==> config.mk <==
export PLATFORM = sky130hd
export DESIGN_NAME = block_pool_manager
export DESIGN_NICKNAME = d
export VERILOG_FILES = /design/src/rtl/block_pool_manager.sv
export SDC_FILE = /design/constraint.sdc
export NUM_CORES = 1
export LEC_CHECK = 0
export ABC_CLOCK_PERIOD_IN_PS = 5500
export BUFFER_PORTS_ARGS = -buffer_cell sky130_fd_sc_hd__buf_2
export CORE_AREA = 2 2 436 438
export CTS_CLUSTER_DIAMETER = 150
export DETAILED_ROUTE_END_ITERATION = 8
export DIE_AREA = 0 0 438 440
export HOLD_SLACK_MARGIN = 0.08
export SLEW_MARGIN = 25
export SYNTH_ARGS = -nofsm -noshare
export SYNTH_HDL_FRONTEND = slang
export SYNTH_SLANG_ARGS = --single-unit
export TNS_END_PERCENT = 5
==> constraint.sdc <==
create_clock -name clk -period 5.5 [get_ports clk]
set_input_delay 0.55 -clock clk [delete_from_list [all_inputs] [get_ports clk]]
set_output_delay 0.55 -clock clk [all_outputs]
set_load 0.01 [all_outputs]
==> src/rtl/block_pool_manager.sv <==
// Platform pool for a vertical scroller: on each view move, slots that fell
// below the view are respawned above the highest platform using an LFSR.
module block_pool_manager #(
   parameter int unsigned SCREEN_WIDTH = 400,
   parameter int unsigned BLOCK_WIDTH  = 40,
   parameter int unsigned NUM_SLOTS    = 16,
   parameter int unsigned SPAWN_GAP    = 40,
   parameter logic [15:0] LFSR_SEED    = 16'hACE1,
   localparam int unsigned IW = (NUM_SLOTS > 1) ? $clog2(NUM_SLOTS) : 1
) (
   input  logic                   clk,
   input  logic                   reset,
   input  logic                   newView,
   input  logic [31:0]            minY,
   input  logic                   hasCollide,
   input  logic [IW-1:0]          collisionIdx,
   output logic [NUM_SLOTS*32-1:0] blocksX,
   output logic [NUM_SLOTS*32-1:0] blocksY,
   output logic [NUM_SLOTS-1:0]   isBlockActive,
   output logic [NUM_SLOTS-1:0]   isBreakable,
   output logic [31:0]            topY,
   output logic                   busy,
   output logic                   viewDone
);

   localparam int unsigned COLS = SCREEN_WIDTH / BLOCK_WIDTH;
   localparam int unsigned K    = (COLS > 1) ? $clog2(COLS) : 1;
   localparam logic [15:0] SEED = (LFSR_SEED == 16'd0) ? 16'd1 : LFSR_SEED;

   typedef enum logic [1:0] {IDLE, SCAN, DONE} stateT;

   stateT                stateQ, stateD;
   logic [IW-1:0]        idxQ, idxD;
   logic [31:0]          minYQ, minYD;
   logic [31:0]          topYQ, topYD;
   logic [15:0]          lfsrQ, lfsrD;
   logic [31:0]          xQ [NUM_SLOTS];
   logic [31:0]          xD [NUM_SLOTS];
   logic [31:0]          yQ [NUM_SLOTS];
   logic [31:0]          yD [NUM_SLOTS];
   logic [NUM_SLOTS-1:0] actQ, actD;
   logic [NUM_SLOTS-1:0] brkQ, brkD;

   logic [K-1:0] rawCol;
   logic [31:0]  col0, col1, colSel, spawnX, spawnY;
   logic [15:0]  lfsrNext;

   // Column folds an out-of-range LFSR draw back into the playfield once, else column 0
   always_comb begin
      rawCol   = lfsrQ[K-1:0];
      col0     = 32'(rawCol);
      col1     = col0 - COLS;
      colSel   = (col0 < COLS) ? col0 : ((col1 < COLS) ? col1 : 32'd0);
      spawnX   = 32'(colSel * BLOCK_WIDTH);
      spawnY   = topYQ + SPAWN_GAP;
      lfsrNext = lfsrQ[0] ? ((lfsrQ >> 1) ^ 16'hB400) : (lfsrQ >> 1);
   end

   always_comb begin
      stateD = stateQ;
      idxD   = idxQ;
      minYD  = minYQ;
      topYD  = topYQ;
      lfsrD  = lfsrQ;
      xD     = xQ;
      yD     = yQ;
      actD   = actQ;
      brkD   = brkQ;
      for (int i = 0; i < NUM_SLOTS; i++) begin
         if (hasCollide && collisionIdx == IW'(i) && actQ[i] && brkQ[i]) begin
            actD[i] = 1'b0;
         end
      end
      case (stateQ)
         IDLE: begin
            if (newView) begin
               minYD  = minY;
               idxD   = '0;
               stateD = SCAN;
            end
         end
         SCAN: begin
            // Respawn is written after the collision clear so it overrides it
            if (!actQ[idxQ] || yQ[idxQ] < minYQ) begin
               yD[idxQ]   = spawnY;
               topYD      = spawnY;
               xD[idxQ]   = spawnX;
               brkD[idxQ] = lfsrQ[15];
               actD[idxQ] = 1'b1;
               lfsrD      = lfsrNext;
            end
            if (idxQ == IW'(NUM_SLOTS - 1)) begin
               stateD = DONE;
            end else begin
               idxD = idxQ + 1'b1;
            end
         end
         DONE:    stateD = IDLE;
         default: stateD = IDLE;
      endcase
   end

   always_ff @(posedge clk) begin
      if (reset) begin
         stateQ <= IDLE;
         idxQ   <= '0;
         minYQ  <= '0;
         topYQ  <= 32'((NUM_SLOTS - 1) * SPAWN_GAP);
         lfsrQ  <= SEED;
         actQ   <= '1;
         brkQ   <= '0;
         for (int unsigned i = 0; i < NUM_SLOTS; i++) begin
            xQ[i] <= 32'((i % COLS) * BLOCK_WIDTH);
            yQ[i] <= 32'(i * SPAWN_GAP);
         end
      end else begin
         stateQ <= stateD;
         idxQ   <= idxD;
         minYQ  <= minYD;
         topYQ  <= topYD;
         lfsrQ  <= lfsrD;
         actQ   <= actD;
         brkQ   <= brkD;
         xQ     <= xD;
         yQ     <= yD;
      end
   end

   for (genvar g = 0; g < NUM_SLOTS; g++) begin : gPack
      assign blocksX[32*g +: 32] = xQ[g];
      assign blocksY[32*g +: 32] = yQ[g];
   end

   assign isBlockActive = actQ;
   assign isBreakable   = brkQ;
   assign topY          = topYQ;
   assign busy          = (stateQ != IDLE);
   assign viewDone      = (stateQ == DONE);

endmodule

* After elaboration in Yosys (flattened, before gate mapping)
Index checks and enable logic that the tools add are counted.
** Storage, ports and cells
- Register bits after elaboration :: 1142
- Logic and storage cells :: 173
- Output and inout bits :: 1090
** Cells by class
- Muxes and demuxes :: 39
- Eq/ne operators :: 21
- $lt $le $gt $ge :: 7
- Add/subtract/negate cells :: 3
- Multipliers :: 1
- Reductions and logical operators :: 60
- Bitwise operators :: 3
** Operators with widths (count)
- bitwise mux 512 bit :: 2
- 2-to-1 mux 32 bit :: 5
- binary-select mux 32 bit (select 4 bit) :: 1
- demux 32 bit (select 4 bit) :: 1
- logical AND 1 bit :: 50
- 2-to-1 mux 16 bit :: 3
- equality test 4 bit (second input constant) :: 9
- adder 32 x 6 -> 32 bit (second input constant) :: 1
- < comparator 32 bit :: 1
- < comparator 32 x 4 -> 1 bit (second input constant) :: 1
- multiplier 32 x 3 -> 29 bit (second input constant) :: 1
- 2-to-1 mux 1 bit :: 18
- bitwise mux 16 bit :: 1
- equality test 4 x 3 -> 1 bit (second input constant) :: 4
- bitwise OR 16 bit :: 1
- equality test 4 x 2 -> 1 bit (second input constant) :: 2
- 2-to-1 mux 4 bit :: 2
- case mux 4 bit (2 select lines) :: 1
- inequality test 2 bit (second input constant) :: 3
- AND reduction 2 bit :: 3
- greater-or-equal comparator 5 bit (second input constant) :: 1
- < comparator 4 x 5 -> 1 bit (second input constant) :: 1
- < comparator 5 x 1 -> 1 bit (second input constant) :: 1
- inverter 4 -> 5 bit :: 1
- 18 further kinds :: 20

* Logic depth before layout (Yosys ltp)
Gate-level depths: netlist of run 1.
- Depth in word-level cells :: 8
- Gate-level depth with buffers :: 19
- Gate-level depth less buffers :: 17

* Worst setup path after synthesis of run 1
OpenSTA, ideal clock, no wires.
- Kind :: register -> register
- Start :: reg idxQ[0]
- End :: reg topYQ[13], in the netlist topY[13]
- Clock period less this slack :: 4589 ps
- Path buffers :: 4
- Setup time :: 121 ps
- Setup slack :: 911 ps
- Data arrival time :: 4468 ps
- Stages on the path, launching flop included :: 14
- Cells stage by stage :: dfxtp_1 > buf_6 > clkbuf_1 > clkbuf_1 > mux4_2 > mux4_2 > ha_1 > a21oi_1 > o21ai_0 > a32oi_2 > nand2_1 > buf_2 > o32ai_1 > mux2_2
** On the way
- Word-level cells in the longest chain between the ends :: 7
** Ends and longest elaborated chain
- from (decl) :: line 33 : logic [IW-1:0] idxQ, idxD;
- from (signal assigned) :: line 118 : idxQ <= idxD;
- inverter 4 -> 5 bit (implied by the code) :: line 84 : if (!actQ[idxQ] || yQ[idxQ] < minYQ) begin
- binary-select mux 32 bit (select 4 bit) :: line 84
- 2-to-1 mux 32 bit (implied by the code) (2 in series) :: line 84
- < comparator 32 bit :: line 84
- logical OR 1 bit * :: line 84
- AND reduction 2 bit (no source line) *
- to (signal assigned) :: line 108 : topYQ <= 32'((NUM_SLOTS - 1) * SPAWN_GAP);
- to (signal assigned) :: line 120 : topYQ <= topYD;
- to (decl) :: line 35 : logic [31:0] topYQ, topYD;
Mark *: on every way between the ends. The rest lies on a longest branch, timed or not. The select of a mux whose other input is x is not followed.
A chain may end at the register's enable or synchronous reset.

* Worst setup path in the final report of run 1
- Start :: reg idxQ[0]
- End :: reg yQ, in the netlist blocksY[361]
** On the way
- Word-level cells in the longest chain between the ends :: 7
** Ends and longest elaborated chain
- inverter 4 -> 5 bit (implied by the code) :: line 84, 85
- binary-select mux 32 bit (select 4 bit) :: line 84
- 2-to-1 mux 32 bit (implied by the code) (2 in series) :: line 84
- < comparator 32 bit :: line 84
- logical OR 1 bit :: line 84
- AND reduction 2 bit (no source line)
- to (signal, indexed assignment) :: line 114 : yQ[i] <= 32'(i * SPAWN_GAP);
- to (signal assigned) :: line 125 : yQ <= yD;
- to (decl) :: line 39 : logic [31:0] yQ [NUM_SLOTS];
Several ways; a longest one is shown, not always the timed one. The select of a mux whose other input is x is not followed.

==> results of run 1 <==
layout by cell type (no fill, tap or decap), types with 32 or more instances in the layout:
cell type / instances
a21oi_1: 50
buf_12: 38
buf_2: 1029
buf_4: 50
clkbuf_16: 105
conb_1: 109
dfxtp_1: 895
dlygate4sd3_1: 32
ha_1: 50
inv_1: 41
mux2i_1: 778
mux4_2: 150
nand2_1: 118
nand2b_1: 721
nor2_1: 145
nor3b_1: 49
routing by layer:
metal	up-vias	GRT usage, %	routed length, um
li1	14280	-	-
met5	-	0	0
met4	0	8.921	9244
met1	16120	23.80	79030
met2	1283	29.39	86190
met3	282	4.204	12890
power groups by stage:
stage               logic [mW]  registers (mW)  clock network, mW
floorplan                0.660            6.75                  0
global placement         0.945            6.76                  0
detailed placement       0.951            6.76                  0
CTS                      0.976            6.61               7.37
global route              1.07            6.62               7.62
finish                    1.00            6.61               7.20
cell type report:
type	instances	area (um^2)	share of cell area, %
Antenna cell	6	15.01	0.02882
Clock inverter	45	550.5	1.057
Clock buffer	145	2978	5.717
Sequential cell	899	18010	34.58
Multi-Input combinational cell	2436	20550	39.45
Inverter	41	153.9	0.2955
Timing Repair Buffer	1155	6689	12.84
Tap cell	2511	3142	6.032
cell families (layout without fill, tap and decap cells):
| group | Yosys count | after routing | synth area share [%] |
|---|---|---|---|
| DFF | 899 | 899 | 43.14 |
| muxes | 947 | 947 | 27.28 |
| AOI/OAI and AO/OA | 132 | 132 | 2.405 |
| buffers and inverters | 613 | 1386 | 8.890 |
| other | 2 | 115 | 0.01800 |
| and+or+nand+nor | 1167 | 1167 | 16.09 |
| xor gates and xnor gates | 30 | 30 | 0.6298 |
| adders and majority gates | 51 | 51 | 1.548 |
repair_timing:
| action | in CTS | in global routing |
|---|---|---|
| setup endpoints to repair | 1 | 0 |
| resized for setup | 1 | 0 |
| hold endpoints to repair | 32 | 0 |
| hold buffers | 32 | 0 |
through the flow:
stage          power, mW  setup WS [ns]  instance area [um^2]
2_1_floorplan      7.408         0.9112                 42120
3_3_place_gp       7.702        0.06909                 48130
3_5_place_dp       7.709        0.02801                 48180
4_1_cts            14.96        0.06436                 52030
5_1_grt            15.31        0.03157                 52080
6_report           14.81         0.1372                 52090
worst min-delay path by stage:
stage / start / end / slack [ns] / depth (start not counted)
after floorplan: minYQ[2]$_SDFFE_PP0P_ / minYQ[2]$_SDFFE_PP0P_ / 0.44 / 2
after global placement: minYQ[22]$_SDFFE_PP0P_ / minYQ[22]$_SDFFE_PP0P_ / 0.44 / 2
after detailed placement: minYQ[22]$_SDFFE_PP0P_ / minYQ[22]$_SDFFE_PP0P_ / 0.45 / 2
after CTS: collisionIdx[0] / isBlockActive[15]$_SDFF_PP1_ / 0.11 / 3
after global routing: collisionIdx[0] / isBlockActive[7]$_SDFF_PP1_ / 0.16 / 3
final: collisionIdx[0] / isBlockActive[15]$_SDFF_PP1_ / 0.19 / 3
sequential cells by signal (all words and copies together), names as in the netlist:
| name | count |
|---|---|
| stateQ | 2 |
| minYQ | 32 |
| isBreakable | 16 |
| blocksX | 320 |
| topY | 29 |
| blocksY | 464 |
| idxQ | 4 |
| isBlockActive | 16 |
| lfsrQ | 16 |
worst register-to-register path, cell delays in order, from the launching register on:
cell	delay (ns)
dfxtp_4	0.49
buf_12	0.28
mux4_2	0.66
mux4_2	0.61
ha_1	0.41
nor4b_2	0.24
o21ai_0	0.23
a311oi_1	0.15
buf_4	0.18
o21a_2	0.32
buf_4	0.22
a211oi_4	0.86
buf_4	0.39
mux2i_1	0.23
==> impl_metrics.csv, run 1 <==
group,metric,value,unit
timing,drv_slew,18,
layout,fill_cells,19710,
logic_synthesis,synth_largest_area_cell,"dfxtp_1",
floorplan,die_y,440,um
logic_synthesis,ys.flop_type,"dfxtp_1",
critical_path,crit_arrival,6.03,ns
timing,rsz0062_at_grt,"no",
logic_synthesis,syn_avg_cell_area,10.86,um^2
layout,utilization,27.62,%
place,dp.cells,7007,
power_and_ir_drop,irDropWorstVdd,0.2531,mV
logic_synthesis,yosysMostFrequentCell,"dfxtp_1",
floorplan,rows,160,
logic_synthesis,netlist_area,41720,um^2
place,globalplace.congestion,0.9110,
critical_path,reg2regPathDepth,13,
cts,cts_buffers,104,
critical_path,cp-endpoint,"blocksY[361]$_SDFFE_PP0P_",
power_and_ir_drop,p_int,10.99,mW
floorplan,initial_utilization,22.12,%
timing,worst_pin_slew,1.539,ns
power_and_ir_drop,clkPwrFrac,48.6,%
critical_path,crit_buf_inv,4,
floorplan,core_area,188600,um^2
critical_path,crit_required,6.17,ns
power_and_ir_drop,power_density,284.4,nW/um^2
cts,clockRootBuffer,"clkbuf_16",
power_and_ir_drop,leakagePower,20.89,nW
timing,fin_crit_sh,97.51,%
critical_path,path_depth,13,
layout,areaGrowthSynthToFinish,24.86,%
timing,setup_tns,0,ns
critical_path,cp-startpoint,"idxQ[0]$_SDFFE_PP0P_",
cts,cts_setup_buffers,0,
cts,htree_levels,3,
drt,wirelength,187400,um
global_route,antenna_found_initial,13,
timing,whs,0.1860,ns
floorplan,die_x,438,um
timing,max_slew_margin,-2.620,%
run_status,status,"complete, but fails checks",
critical_path,reg2reg_from,"idxQ[0]$_SDFFE_PP0P_",
place,dpl.hpwl,139600,um
worst_hold_path,min_path_type,"input port to flip-flop",
cts,clkTransAtPathRegs,0.07,ns
logic_synthesis,async_reset_ff_share,0,%
timing,setup_viol,0,
critical_path,crit_family,"compound AO/OA/AOI/OAI gates",
power_and_ir_drop,p_comb_share,6.8,%
logic_synthesis,yosys_warnings,0,
critical_path,r2r-end,"blocksY[361]$_SDFFE_PP0P_",
floorplan,die_area,192700,um^2
floorplan,pin_count,1130,
global_route,grt_overflow_total,0,
logic_synthesis,synth_edf_count,0,
critical_path,r2r_slack,0.14,ns
layout,final_layout_size_suffix_gt1_share,31.88,%
timing,skew,0.04962,ns
logic_synthesis,ys_top_cells_by_area,"dfxtp_1 (43%), mux2i_1 (19%), nand2b_1 (11%)",
logic_synthesis,synthTopCellsByCount,"dfxtp_1 (899), mux2i_1 (778), nand2b_1 (724)",
global_route,grt_pass1_vias,30840,
cts,cts_tree,"built",
drt,vias,31970,
layout,final_cells,7238,
drt,first_pass_iters,5,
drt,route.detailed.drc,0,
timing,fin_crit,5.363,ns
power_and_ir_drop,seqPwrFrac,44.6,%
drt,wire_per_inst,25.89,um
timing,hold_viol,0,
cts,cts_buffer_depth,3,
cts,clock_latency,0.77,ns
critical_path,critical_path.most_common_cell,"buf_4",
global_route,grt_pass1_wl,253400,um
drt,drt_iter0_markers,2517,
critical_path,cp_max_fo,34,
logic_synthesis,ys_seq_area_share,43.14,%
power_and_ir_drop,switching_share,25.83,%
logic_synthesis,synth-seq-cells,899,
cts,cts.sinks,899,
critical_path,path_cells,"buf_12 -> mux4_2 -> mux4_2 -> ha_1 -> nor4b_2 -> o21ai_0 -> a311oi_1 -> buf_4 -> o21a_2 -> buf_4 -> a211oi_4 -> buf_4 -> mux2i_1",
global_route,grt_max_degree,218,
timing,clock.fmax,0.1865,GHz
global_route,grt_usage,18.56,%
layout,fin_nets,4728,
critical_path,slowest_stage,"a211oi_4",
critical_path,max_stage_delay,0.86,ns
critical_path,end_kind,"flip-flop",
logic_synthesis,synth.distinct_cells,57,
critical_path,critPathKind,"flip-flop to flip-flop",
job,max_cap_viol_count,0,
place,port_buffers,1030,
critical_path,start_kind,"flip-flop",
run_status,violations,"max-slew violations",
logic_synthesis,synth_top_area_share,43.14,%
power_and_ir_drop,p_sw,3.827,mW
logic_synthesis,synthCells,3841,
drt,vias_per_cell,4.417,
drt,ant_nets,0,
(Power assumes the default switching activity.)
==> run 2: changes to the inputs <==
==> constraint.sdc (replaced) <==
create_clock -name clk -period 5.5 [get_ports clk]
set_input_delay 1.65 -clock clk [delete_from_list [all_inputs] [get_ports clk]]
set_output_delay 1.65 -clock clk [all_outputs]
set_load 0.01 [all_outputs]
==> impl_metrics.csv, run 2 (synthesis results as in run 1) <==
group,metric,value,unit
cts,cts_buffer_depth,3,
critical_path,crit_required,6.11,ns
layout,largest_reg_flops,464,
timing,fin_crit_sh,95.46,%
critical_path,path_depth,12,
drt,wire_per_inst,25.98,um
drt,wirelength,187300,um
cts,cts_buffers,106,
critical_path,start_kind,"flip-flop",
critical_path,critPathKind,"flip-flop to flip-flop",
critical_path,critical_path.most_common_cell,"buf_12",
global_route,grt_overflow_total,0,
worst_hold_path,hold_path_depth,2,
run_status,status,"finished clean",
power_and_ir_drop,power_density,287.1,nW/um^2
critical_path,end_kind,"flip-flop",
power_and_ir_drop,leakagePower,20.75,nW
timing,rsz0062_at_grt,"no",
timing,worst_pin_slew,1.478,ns
global_route,grt_max_degree,234,
worst_hold_path,min_path_type,"flip-flop to flip-flop",
cts,clockRootBuffer,"clkbuf_16",
timing,post-route-worst-setup-slack,0.2497,ns
critical_path,max_stage_delay,0.91,ns
drt,ant_nets,0,
drt,vias_per_cell,4.429,
drt,route.detailed.drc,0,
global_route,antenna_found_initial,11,
floorplan,die_y,440,um
critical_path,crit_buf_inv,3,
cts,htree_levels,3,
timing,setup_viol,0,
critical_path,cp_max_fo,36,
drt,drt_iter0_markers,2472,
floorplan,rows,160,
timing,fin_crit,5.250,ns
timing,hold_viol,0,
floorplan,die_area,192700,um^2
critical_path,path_cells,"buf_12 -> buf_12 -> mux4_2 -> mux4_2 -> ha_1 -> a21oi_1 -> o21ai_0 -> a21oi_2 -> a21boi_4 -> a211oi_4 -> buf_12 -> mux2i_1",
cts,cts_tree,"built",
layout,mostFrequentLayoutCells,"buf_2 (1,029), dfxtp_1 (895), mux2i_1 (778), nand2b_1 (719), mux4_2 (150)",
job,max_cap_viol_count,0,
cts,clkTransAtPathRegs,0.06,ns
layout,fill_cells,19720,
power_and_ir_drop,p_total,14.85,mW
timing,max_slew_margin,1.467,%
timing,drv_slew,0,
drt,first_pass_iters,5,
layout,layout_commonest_cell,"buf_2",
place,dpl.hpwl,138200,um
timing,clock.fmax,0.1905,GHz
place,port_buffers,1030,
layout,final_layout_size_suffix_gt1_share,32.05,%
timing,setup_tns,0,ns
drt,vias,31930,
cts,clock_latency,0.76,ns
timing,skew,0.06969,ns
cts,cts.sinks,899,
place,place_ws,0.02604,ns
global_route,grt_pass1_wl,252200,um
floorplan,core_area,188600,um^2
place,globalplace.congestion,0.9446,
timing,whs,0.4585,ns
global_route,grt_pass1_vias,30380,
critical_path,slowest_stage,"a211oi_4",
floorplan,die_x,438,um
critical_path,crit_arrival,5.86,ns
critical_path,reg2regPathDepth,12,
layout,utilization,27.44,%
power_and_ir_drop,irDropWorstVdd,0.2228,mV
floorplan,pin_count,1130,
layout,areaGrowthSynthToFinish,24.02,%
global_route,grt_usage,18.46,%
critical_path,crit_family,"compound AO/OA/AOI/OAI gates",
layout,fin_nets,4696,
floorplan,initial_utilization,22.12,%
-- run 2: layout make-up --
type                            instances  area (um^2)  area share, %
Clock inverter                         42        510.5         0.9867
Sequential cell                       899        18010          34.82
Clock buffer                          151         3033          5.862
Antenna cell                            9        22.52        0.04353
Timing Repair Buffer                 1121         6301          12.18
Multi-Input combinational cell       2436        20560          39.74
Inverter                               41        153.9         0.2975
Tap cell                             2511         3142          6.073
-- run 2: tightest hold or removal path, cell delays in order (launching register included) --
cell and delay (ns):
dfxtp_1 0.31, nand2_1 0.05, a21oi_1 0.05
-- run 2: path summary, 6_finish.rpt --
path	startpoint	to	slack [ns]
max reg2reg	idxQ[0]$_SDFFE_PP0P_	blocksX[73]$_SDFFE_PP0P_	0.25
max	idxQ[0]$_SDFFE_PP0P_	blocksX[73]$_SDFFE_PP0P_	0.25
min	minYQ[7]$_SDFFE_PP0P_	minYQ[7]$_SDFFE_PP0P_	0.46
min reg2reg	minYQ[7]$_SDFFE_PP0P_	minYQ[7]$_SDFFE_PP0P_	0.46
-- run 2: what timing repair did --
action | 4_1_cts | 5_1_grt
setup buffers | 0 | 1
hold buffers | 0 | 0
setup endpoints to repair | 0 | 45
gates resized for setup | 0 | 1
-- run 2: metrics by stage --
step	instance area (um^2)	cells
finish	51740	7210
CTS	51670	7200
floorplan	42120	3948
detailed placement	48130	7007
global placement	48080	7005
global route	51730	7206
-- run 2: power by group --
group / leakage [nW] / switching (mW) / total (mW) / internal (mW)
clock network: 1.73 / 3.15 / 7.26 / 4.11
registers: 7.26 / 0.0512 / 6.61 / 6.56
logic: 11.8 / 0.634 / 0.984 / 0.350
total: 20.7 / 3.83 / 14.9 / 11.0
-- run 2: layer usage --
layer / track usage [%] / share of wire [%] / vias to the layer above
li1: - / - / 14230
met1: 23.95 / 43 / 16130
met2: 29.36 / 46 / 1285
met3: 4.214 / 6.9 / 283
met4: 7.775 / 4.2 / 0
met5: 0 / 0 / -
